**config.mk**
```make
export PLATFORM = sky130hd
export DESIGN_NAME = ethernet_frame_padder
export DESIGN_NICKNAME = d
export VERILOG_FILES = /design/src/rtl/ethernet_package.sv /design/src/rtl/ethernet_frame_padder.sv
export SDC_FILE = /design/constraint.sdc
export NUM_CORES = 1
export LEC_CHECK = 0
export CAP_MARGIN = 10
export CORE_ASPECT_RATIO = 1.75
export CORE_UTILIZATION = 47
export CTS_BUF_LIST = sky130_fd_sc_hd__clkbuf_16
export CTS_CLUSTER_SIZE = 16
export DETAILED_ROUTE_END_ITERATION = 12
export PLACE_DENSITY = 0.77
export SLEW_MARGIN = 20
export SYNTH_ARGS = -nofsm -noshare
export SYNTH_HDL_FRONTEND = slang
export SYNTH_SLANG_ARGS = --single-unit
export TNS_END_PERCENT = 100
```
**constraint.sdc**
```tcl
create_clock -name clock -period 2.7 [get_ports clock]
set_input_delay 0.27 -clock clock [delete_from_list [all_inputs] [get_ports clock]]
set_output_delay 0.27 -clock clock [all_outputs]
set_load 0.01 [all_outputs]
```
**src/rtl/ethernet_package.sv**
```systemverilog
// rtl/ethernet_package.sv - shared constants and state encoding for the transmit path
package ethernet_package;

    localparam int ETHERNET_MINIMUM_FRAME_BYTES = 60;

    typedef enum logic {
        PASS = 1'b0,
        PAD  = 1'b1
    } padder_state_t;

endpackage

```
**src/rtl/ethernet_frame_padder.sv**
```systemverilog
// rtl/ethernet_frame_padder.sv - pads short frames to the minimum length ahead of FCS generation
module ethernet_frame_padder
    import ethernet_package::*;
#(
    parameter int         MINIMUM_FRAME_BYTES = ETHERNET_MINIMUM_FRAME_BYTES,
    parameter logic [7:0] PAD_BYTE            = 8'h00
) (
    input  logic        clock,
    input  logic        reset,
    input  logic [7:0]  slave_data,
    input  logic        slave_valid,
    input  logic        slave_last,
    output logic        slave_ready,
    output logic [7:0]  master_data,
    output logic        master_valid,
    output logic        master_last,
    input  logic        master_ready,
    output logic        padded_frame,
    output logic [15:0] padded_frame_count
);

    localparam logic [11:0] MIN_BYTES = 12'(MINIMUM_FRAME_BYTES);

    padder_state_t r_state;
    padder_state_t w_next_state;
    logic [10:0]   r_byte_count;
    logic [10:0]   w_next_byte_count;
    logic [7:0]    r_master_data;
    logic [7:0]    w_next_data;
    logic          r_master_valid;
    logic          w_next_valid;
    logic          r_master_last;
    logic          w_next_last;
    logic          r_padded_frame;
    logic          w_next_padded_frame;
    logic [15:0]   r_padded_frame_count;
    logic [15:0]   w_next_padded_frame_count;

    logic          w_free;
    logic          w_slave_xfer;
    logic [11:0]   w_count_plus_one;
    logic [10:0]   w_count_saturated;

    assign w_free            = !r_master_valid || master_ready;
    assign slave_ready       = (r_state == PASS) && w_free && !reset;
    assign w_slave_xfer      = slave_valid && slave_ready;
    // Widened so the length test stays correct once the counter has saturated.
    assign w_count_plus_one  = {1'b0, r_byte_count} + 12'd1;
    assign w_count_saturated = (r_byte_count == 11'h7FF) ? r_byte_count : w_count_plus_one[10:0];

    always_comb begin
        w_next_state              = r_state;
        w_next_byte_count         = r_byte_count;
        w_next_data               = r_master_data;
        w_next_valid              = r_master_valid;
        w_next_last               = r_master_last;
        w_next_padded_frame       = 1'b0;
        w_next_padded_frame_count = r_padded_frame_count;

        case (r_state)
            PASS: begin
                if (w_slave_xfer) begin
                    w_next_data  = slave_data;
                    w_next_valid = 1'b1;
                    w_next_last  = 1'b0;
                    if (slave_last && (w_count_plus_one >= MIN_BYTES)) begin
                        w_next_last       = 1'b1;
                        w_next_byte_count = 11'd0;
                    end else if (slave_last) begin
                        w_next_byte_count         = w_count_saturated;
                        w_next_padded_frame       = 1'b1;
                        w_next_padded_frame_count = r_padded_frame_count + 16'd1;
                        w_next_state              = PAD;
                    end else begin
                        w_next_byte_count = w_count_saturated;
                    end
                end else if (w_free) begin
                    w_next_valid = 1'b0;
                    w_next_last  = 1'b0;
                end
            end
            PAD: begin
                if (w_free) begin
                    w_next_data  = PAD_BYTE;
                    w_next_valid = 1'b1;
                    if (w_count_plus_one == MIN_BYTES) begin
                        w_next_last       = 1'b1;
                        w_next_byte_count = 11'd0;
                        w_next_state      = PASS;
                    end else begin
                        w_next_last       = 1'b0;
                        w_next_byte_count = w_count_saturated;
                    end
                end
            end
            default: w_next_state = PASS;
        endcase
    end

    always_ff @(posedge clock or posedge reset) begin
        if (reset) begin
            r_state              <= PASS;
            r_byte_count         <= 11'd0;
            r_master_data        <= 8'h00;
            r_master_valid       <= 1'b0;
            r_master_last        <= 1'b0;
            r_padded_frame       <= 1'b0;
            r_padded_frame_count <= 16'd0;
        end else begin
            r_state              <= w_next_state;
            r_byte_count         <= w_next_byte_count;
            r_master_data        <= w_next_data;
            r_master_valid       <= w_next_valid;
            r_master_last        <= w_next_last;
            r_padded_frame       <= w_next_padded_frame;
            r_padded_frame_count <= w_next_padded_frame_count;
        end
    end

    assign master_data        = r_master_data;
    assign master_valid       = r_master_valid;
    assign master_last        = r_master_last;
    assign padded_frame       = r_padded_frame;
    assign padded_frame_count = r_padded_frame_count;

endmodule

```
# ---- Word-level counts from Yosys, hierarchy flattened
# Index checks and enable logic that the tools add are counted.
dict set report op_classes {
  eq_ne 5
  muxes 25
  addsub 2
  reduce_logical 10
  n_lt_le_gt_ge 1
  bitwise_logic 2
}
# op n
set op_table {}
lappend op_table {{11-bit 2-to-1 mux} 5}
lappend op_table {{11-bit one-hot mux with 2 select lines} 1}
lappend op_table {{16-bit by 1-bit adder with 16-bit output, second input constant} 1}
lappend op_table {{8-bit 2-to-1 mux} 2}
lappend op_table {{8-bit one-hot mux with 2 select lines} 1}
lappend op_table {{1-bit 2-to-1 mux} 13}
lappend op_table {{11-bit by 1-bit adder with 12-bit output, second input constant} 1}
lappend op_table {{12-bit by 6-bit equality test with 1-bit output, second input constant} 1}
lappend op_table {{12-bit by 6-bit greater-or-equal comparator with 1-bit output, second input constant} 1}
lappend op_table {{11-bit equality test, second input constant} 1}
lappend op_table {{1-bit one-hot mux with 2 select lines} 3}
lappend op_table {{1-bit logical AND} 4}
lappend op_table {{2-bit AND reduction} 2}
lappend op_table {{4-bit AND reduction} 1}
lappend op_table {{3-bit != test, second input constant} 1}
lappend op_table {{1-bit zero test} 2}
lappend op_table {{2-bit by 1-bit != test with 1-bit output, second input constant} 1}
lappend op_table {{2-bit != test, second input constant} 1}
lappend op_table {{1-bit NOT} 2}
lappend op_table {{1-bit logical OR} 1}
dict set report totals {
  in_bits 13
  register_bits 39
  word_cells 52
}

# ---- Logic depth before layout (Yosys ltp)
dict set report depth {
  ltp_word 7
  ltp_mapped 8
}

# ---- Worst setup path after synthesis
# No wires, ideal clock.
dict set report synth_timing {
  path_type {register -> register}
  startpoint {reg r_byte_count[0]}
  endpoint {reg r_state}
  stages_incl_launch_ff 9
  arrival_ns 1.749
  setup_time_ns 0.118
  path_slack_ns 0.833
  required_ns 2.582
  synth_period_minus_slack_ns 1.867
  cell_sequence {dfrtp_1 > ha_1 > nand2_1 > or3_1 > o41a_1 > nand4b_4 > buf_8 > inv_1 > a21o_1}
}
dict set report synth_between {
  elab_chain_cells 6
}
# element line_no
set synth_lines {}
lappend synth_lines {{start: declaration} ethernet_frame_padder.sv:26} ;# logic [10:0] r_byte_count;
lappend synth_lines {{start signal: assignment} ethernet_frame_padder.sv:111} ;# r_byte_count <= w_next_byte_count;
lappend synth_lines {{11-bit by 1-bit adder with 12-bit output (*)} ethernet_frame_padder.sv:48} ;# assign w_count_plus_one = {1'b0, r_byte_count} + 12'd1;
lappend synth_lines {{12-bit by 6-bit greater-or-equal comparator with 1-bit output} ethernet_frame_padder.sv:66} ;# if (slave_last && (w_count_plus_one >= MIN_BYTES)) begin
lappend synth_lines {{1-bit logical AND} ethernet_frame_padder.sv:66}
lappend synth_lines {{1-bit 2-to-1 mux} ethernet_frame_padder.sv:66}
lappend synth_lines {{1-bit 2-to-1 mux} ethernet_frame_padder.sv:62} ;# if (w_slave_xfer) begin
lappend synth_lines {{1-bit one-hot mux with 2 select lines (*)} ethernet_frame_padder.sv:60} ;# case (r_state)
lappend synth_lines {{via w_next_state} ethernet_frame_padder.sv:25} ;# padder_state_t w_next_state;
lappend synth_lines {{end signal: assignment} ethernet_frame_padder.sv:110} ;# r_state <= w_next_state;
lappend synth_lines {{end: declaration} ethernet_frame_padder.sv:24} ;# padder_state_t r_state;
# The timed path passes the listed nets; every way through them passes the cells marked *.
# A chain may end at the register's enable or synchronous reset.

# ---- Final worst setup path
dict set report layout_timing {
  startpoint {reg r_byte_count[0]}
  endpoint {reg r_padded_frame_count[15], in the netlist padded_frame_count[15]}
}
dict set report layout_between {
  elab_chain_cells 5
}
# element line_no
set layout_lines {}
lappend layout_lines {{11-bit by 1-bit adder with 12-bit output} ethernet_frame_padder.sv:48}
lappend layout_lines {{12-bit by 6-bit greater-or-equal comparator with 1-bit output} ethernet_frame_padder.sv:66}
lappend layout_lines {{1-bit logical AND} ethernet_frame_padder.sv:66}
lappend layout_lines {{1-bit NOT (no line)} -}
lappend layout_lines {{4-bit AND reduction (no line)} -}
lappend layout_lines {{end signal: assignment} ethernet_frame_padder.sv:116} ;# r_padded_frame_count <= w_next_padded_frame_count;
lappend layout_lines {{end: declaration} ethernet_frame_padder.sv:36} ;# logic [15:0] r_padded_frame_count;
# Every way passes these cells.

==> impl_metrics.yaml <==
synthesis:
  ys_seq_area_frac: 0.479
  synth_compound_area_frac: 0.126
  synth-edff-count: 0
  synth.largest_area_cell: "dfrtp_1"
  yosysUniqueCellTypes: 42
  synthMuxAreaShare: 0.0153
  synthXorXnorAreaFrac: 0.125
  yosys.cell_count.top_type: "dfrtp_1"
  synthAdderAreaFrac: 0.0123
  yosysTopAreaCellShare: 0.479
  synth_warnings: 0
  synth-simple-area-share: 0.222
  ys.flop_type: "dfrtp_1"
  ys_ff_latch: 39
  synth_area_per_cell_um2: 11.7
  synth_top_family_by_area: "simple AND/OR/NAND/NOR gates"
  syn_area_um2: 2040
  synth.area.top_cells: "dfrtp_1, xor2_2, xor2_1"
  synth_commonest_cells: "dfrtp_1, nor2_1, nand2_1"
  async_reset_ff_frac: 1.00
  syn_inst: 174
  synth_fp_nets: 189
sta:
  tightest_slew_ps: 575
  worst_slack_ps: 361
  whs_ps: 473
  fmax_mhz: 428
  grt_setup_unrepaired: "false"
  setup_tns_ps: 0
  min_period_ps: 2340
  fin_crit_sh: 0.866
  setup_violations: 0
  slew_headroom: 0.616
  slew_violations: 0
  hold_viol: 0
  skew_ps: 4.31
global_route:
  grt_use_total: 0.222
  grt_pass1_wl_mm: 7.42
  grt_max_degree: 40
  antenna_found_initial: 0
  grt_pass1_vias: 1509
  grt.overflow.total: 0
clocking:
  cts_buffers: 5
  cts_tree: "yes"
  cts-root-buf: "clkbuf_16"
  postCtsSetupBuffers: 0
  clkLatencyLatePin_ps: 280
  clockBufferDepth: 2
  cts_resized: 0
  clkSinkCount: 39
  cts_hold_buffers: 0
  cts.clk_slew.worst_paths_ps: 60
  htree_levels: 2
place:
  dpl.hpwl_mm: 3.09
  pre_cts_slack_ps: 251
  place_area_um2: 2500
  gp_congestion: 0.870
  io_buffers: 40
pwr:
  swShare: 0.316
  p_sw_w: 0.000598
  power_frac_seq: 0.430
  p_int_w: 0.00129
  vdd_drop_max_v: 0.000516
  p_clk_frac: 0.293
  power_density_nw_per_um2: 718
  combPwrFrac: 0.277
  leakagePower_nw: 1.17
setup_path:
  critPathMaxFanout: 17
  crit_type: "flop to flop"
  end_kind: "flop"
  r2r_cells: 6
  required_ps: 2900
  r2r-end: "padded_frame_count[15]"
  reg2reg_slack_ps: 360
  cp-startpoint: "r_byte_count[0]"
  worst_setup_path_start_kind: "flop"
  reg2reg_from: "r_byte_count[0]"
  cp.arrival_ps: 2540
hold_path:
  min_from: "padded_frame_count[15]"
  hold_end: "padded_frame_count[15]"
  min_path_cells: 1
  hold_path.class: "flop to flop"
finish:
  syn_to_final_growth_pct: 29.2
  postLayoutCellArea_um2: 2630
  nFillCells: 314
  drive_gt1_frac: 0.167
  final_util: 0.635
  final_nets: 236
  diodes: 0
outcome:
  status: "complete, no violations"
floorplanning:
  rows: 31
  initial_core_util: 0.491
  die_height_um: 89.1
  design.core.area_um2: 4150
  io_pins: 41
  die_w_um: 51.8
  die_area_um2: 4610
route:
  drt_wl_total_mm: 4.33
  drt_iter0_drc: 40
  ant_nets: 0
  wl_per_cell_um: 16.0
  vias: 1452
  via_per_inst: 5.36
  drc: 0
  dr.pass1.iters: 4
job:
  cap_violations: 0
[critical path, stage by stage (launching register included)]
cell and delay [ps]:
dfrtp_1 430, ha_1 330, a2111oi_2 360, a41o_4 180, nand4b_4 390, nor3_1 380
xor2_1 180
[final cells by class]
cell class,instances,area [um^2],area share
Clock inverter,3,12.5,0.00475
Sequential cell,39,976,0.371
Clock buffer,5,125,0.0475
Timing Repair Buffer,42,415,0.158
Inverter,6,22.5,0.00855
Tap cell,49,61.3,0.0233
Multi-Input combinational cell,127,1020,0.388
[layer usage]
layer  up-vias  wire [um]  share of wire  GRT usage
li1        704          -              -          -
met1       714       1780           0.41      0.272
met2        28       2330           0.54      0.365
met3         6        118          0.027     0.0323
met4         0        107          0.025      0.135
met5         -          0              0          0
[flip-flops by register name, indices dropped and copies added (netlist names)]
name / flops
r_state: 1
r_byte_count: 11
padded_frame_count: 16
padded_frame: 1
master_last: 1
master_data: 8
master_valid: 1
[how the worst max path moves through the flow]
stage                        endpoint  slack (ps)
4_1_cts        padded_frame_count[15]         380
3_3_place_gp   padded_frame_count[12]         370
6_report       padded_frame_count[15]         360
3_5_place_dp   padded_frame_count[15]         250
5_1_grt         padded_frame_count[8]         180
2_1_floorplan                 r_state         830
[through the flow]
| stage | power (W) | std cells |
|---|---|---|
| 4_1_cts | 0.00190 | 271 |
| 2_1_floorplan | 0.00114 | 174 |
| 3_3_place_gp | 0.00134 | 263 |
| 6_report | 0.00189 | 271 |
| 5_1_grt | 0.00199 | 271 |
| 3_5_place_dp | 0.00135 | 263 |
[kinds of logic (layout without fill, tap and decap cells)]
logic type	count (synthesis)	after routing
fa+ha+maj	2	2
xor+xnor	23	23
compound gates	27	27
buf+inv	8	56
simple gates	72	72
mux	3	3
flops	39	39
[cell usage in the layout (no fill, tap or decap), types with 3 or more instances in the layout]
cell / count
nor3_1: 8
nand4_1: 5
nand2_1: 13
inv_1: 8
nor2_1: 14
xnor2_1: 5
a22o_1: 8
a21oi_1: 3
a311oi_1: 3
dfrtp_1: 39
nand3_1: 7
nor2_4: 7
clkdlybuf4s50_1: 40
clkbuf_16: 5
xor2_2: 7
xor2_1: 11
[power groups by stage]
stage               Sequential (W)  Combinational, W  Clock, W
floorplan                 0.000807          0.000328         0
global placement          0.000817          0.000519         0
detailed placement        0.000823          0.000525         0
CTS                       0.000812          0.000530  0.000563
global route              0.000834          0.000576  0.000584
finish                    0.000814          0.000523  0.000554
(Power assumes the default switching activity.)
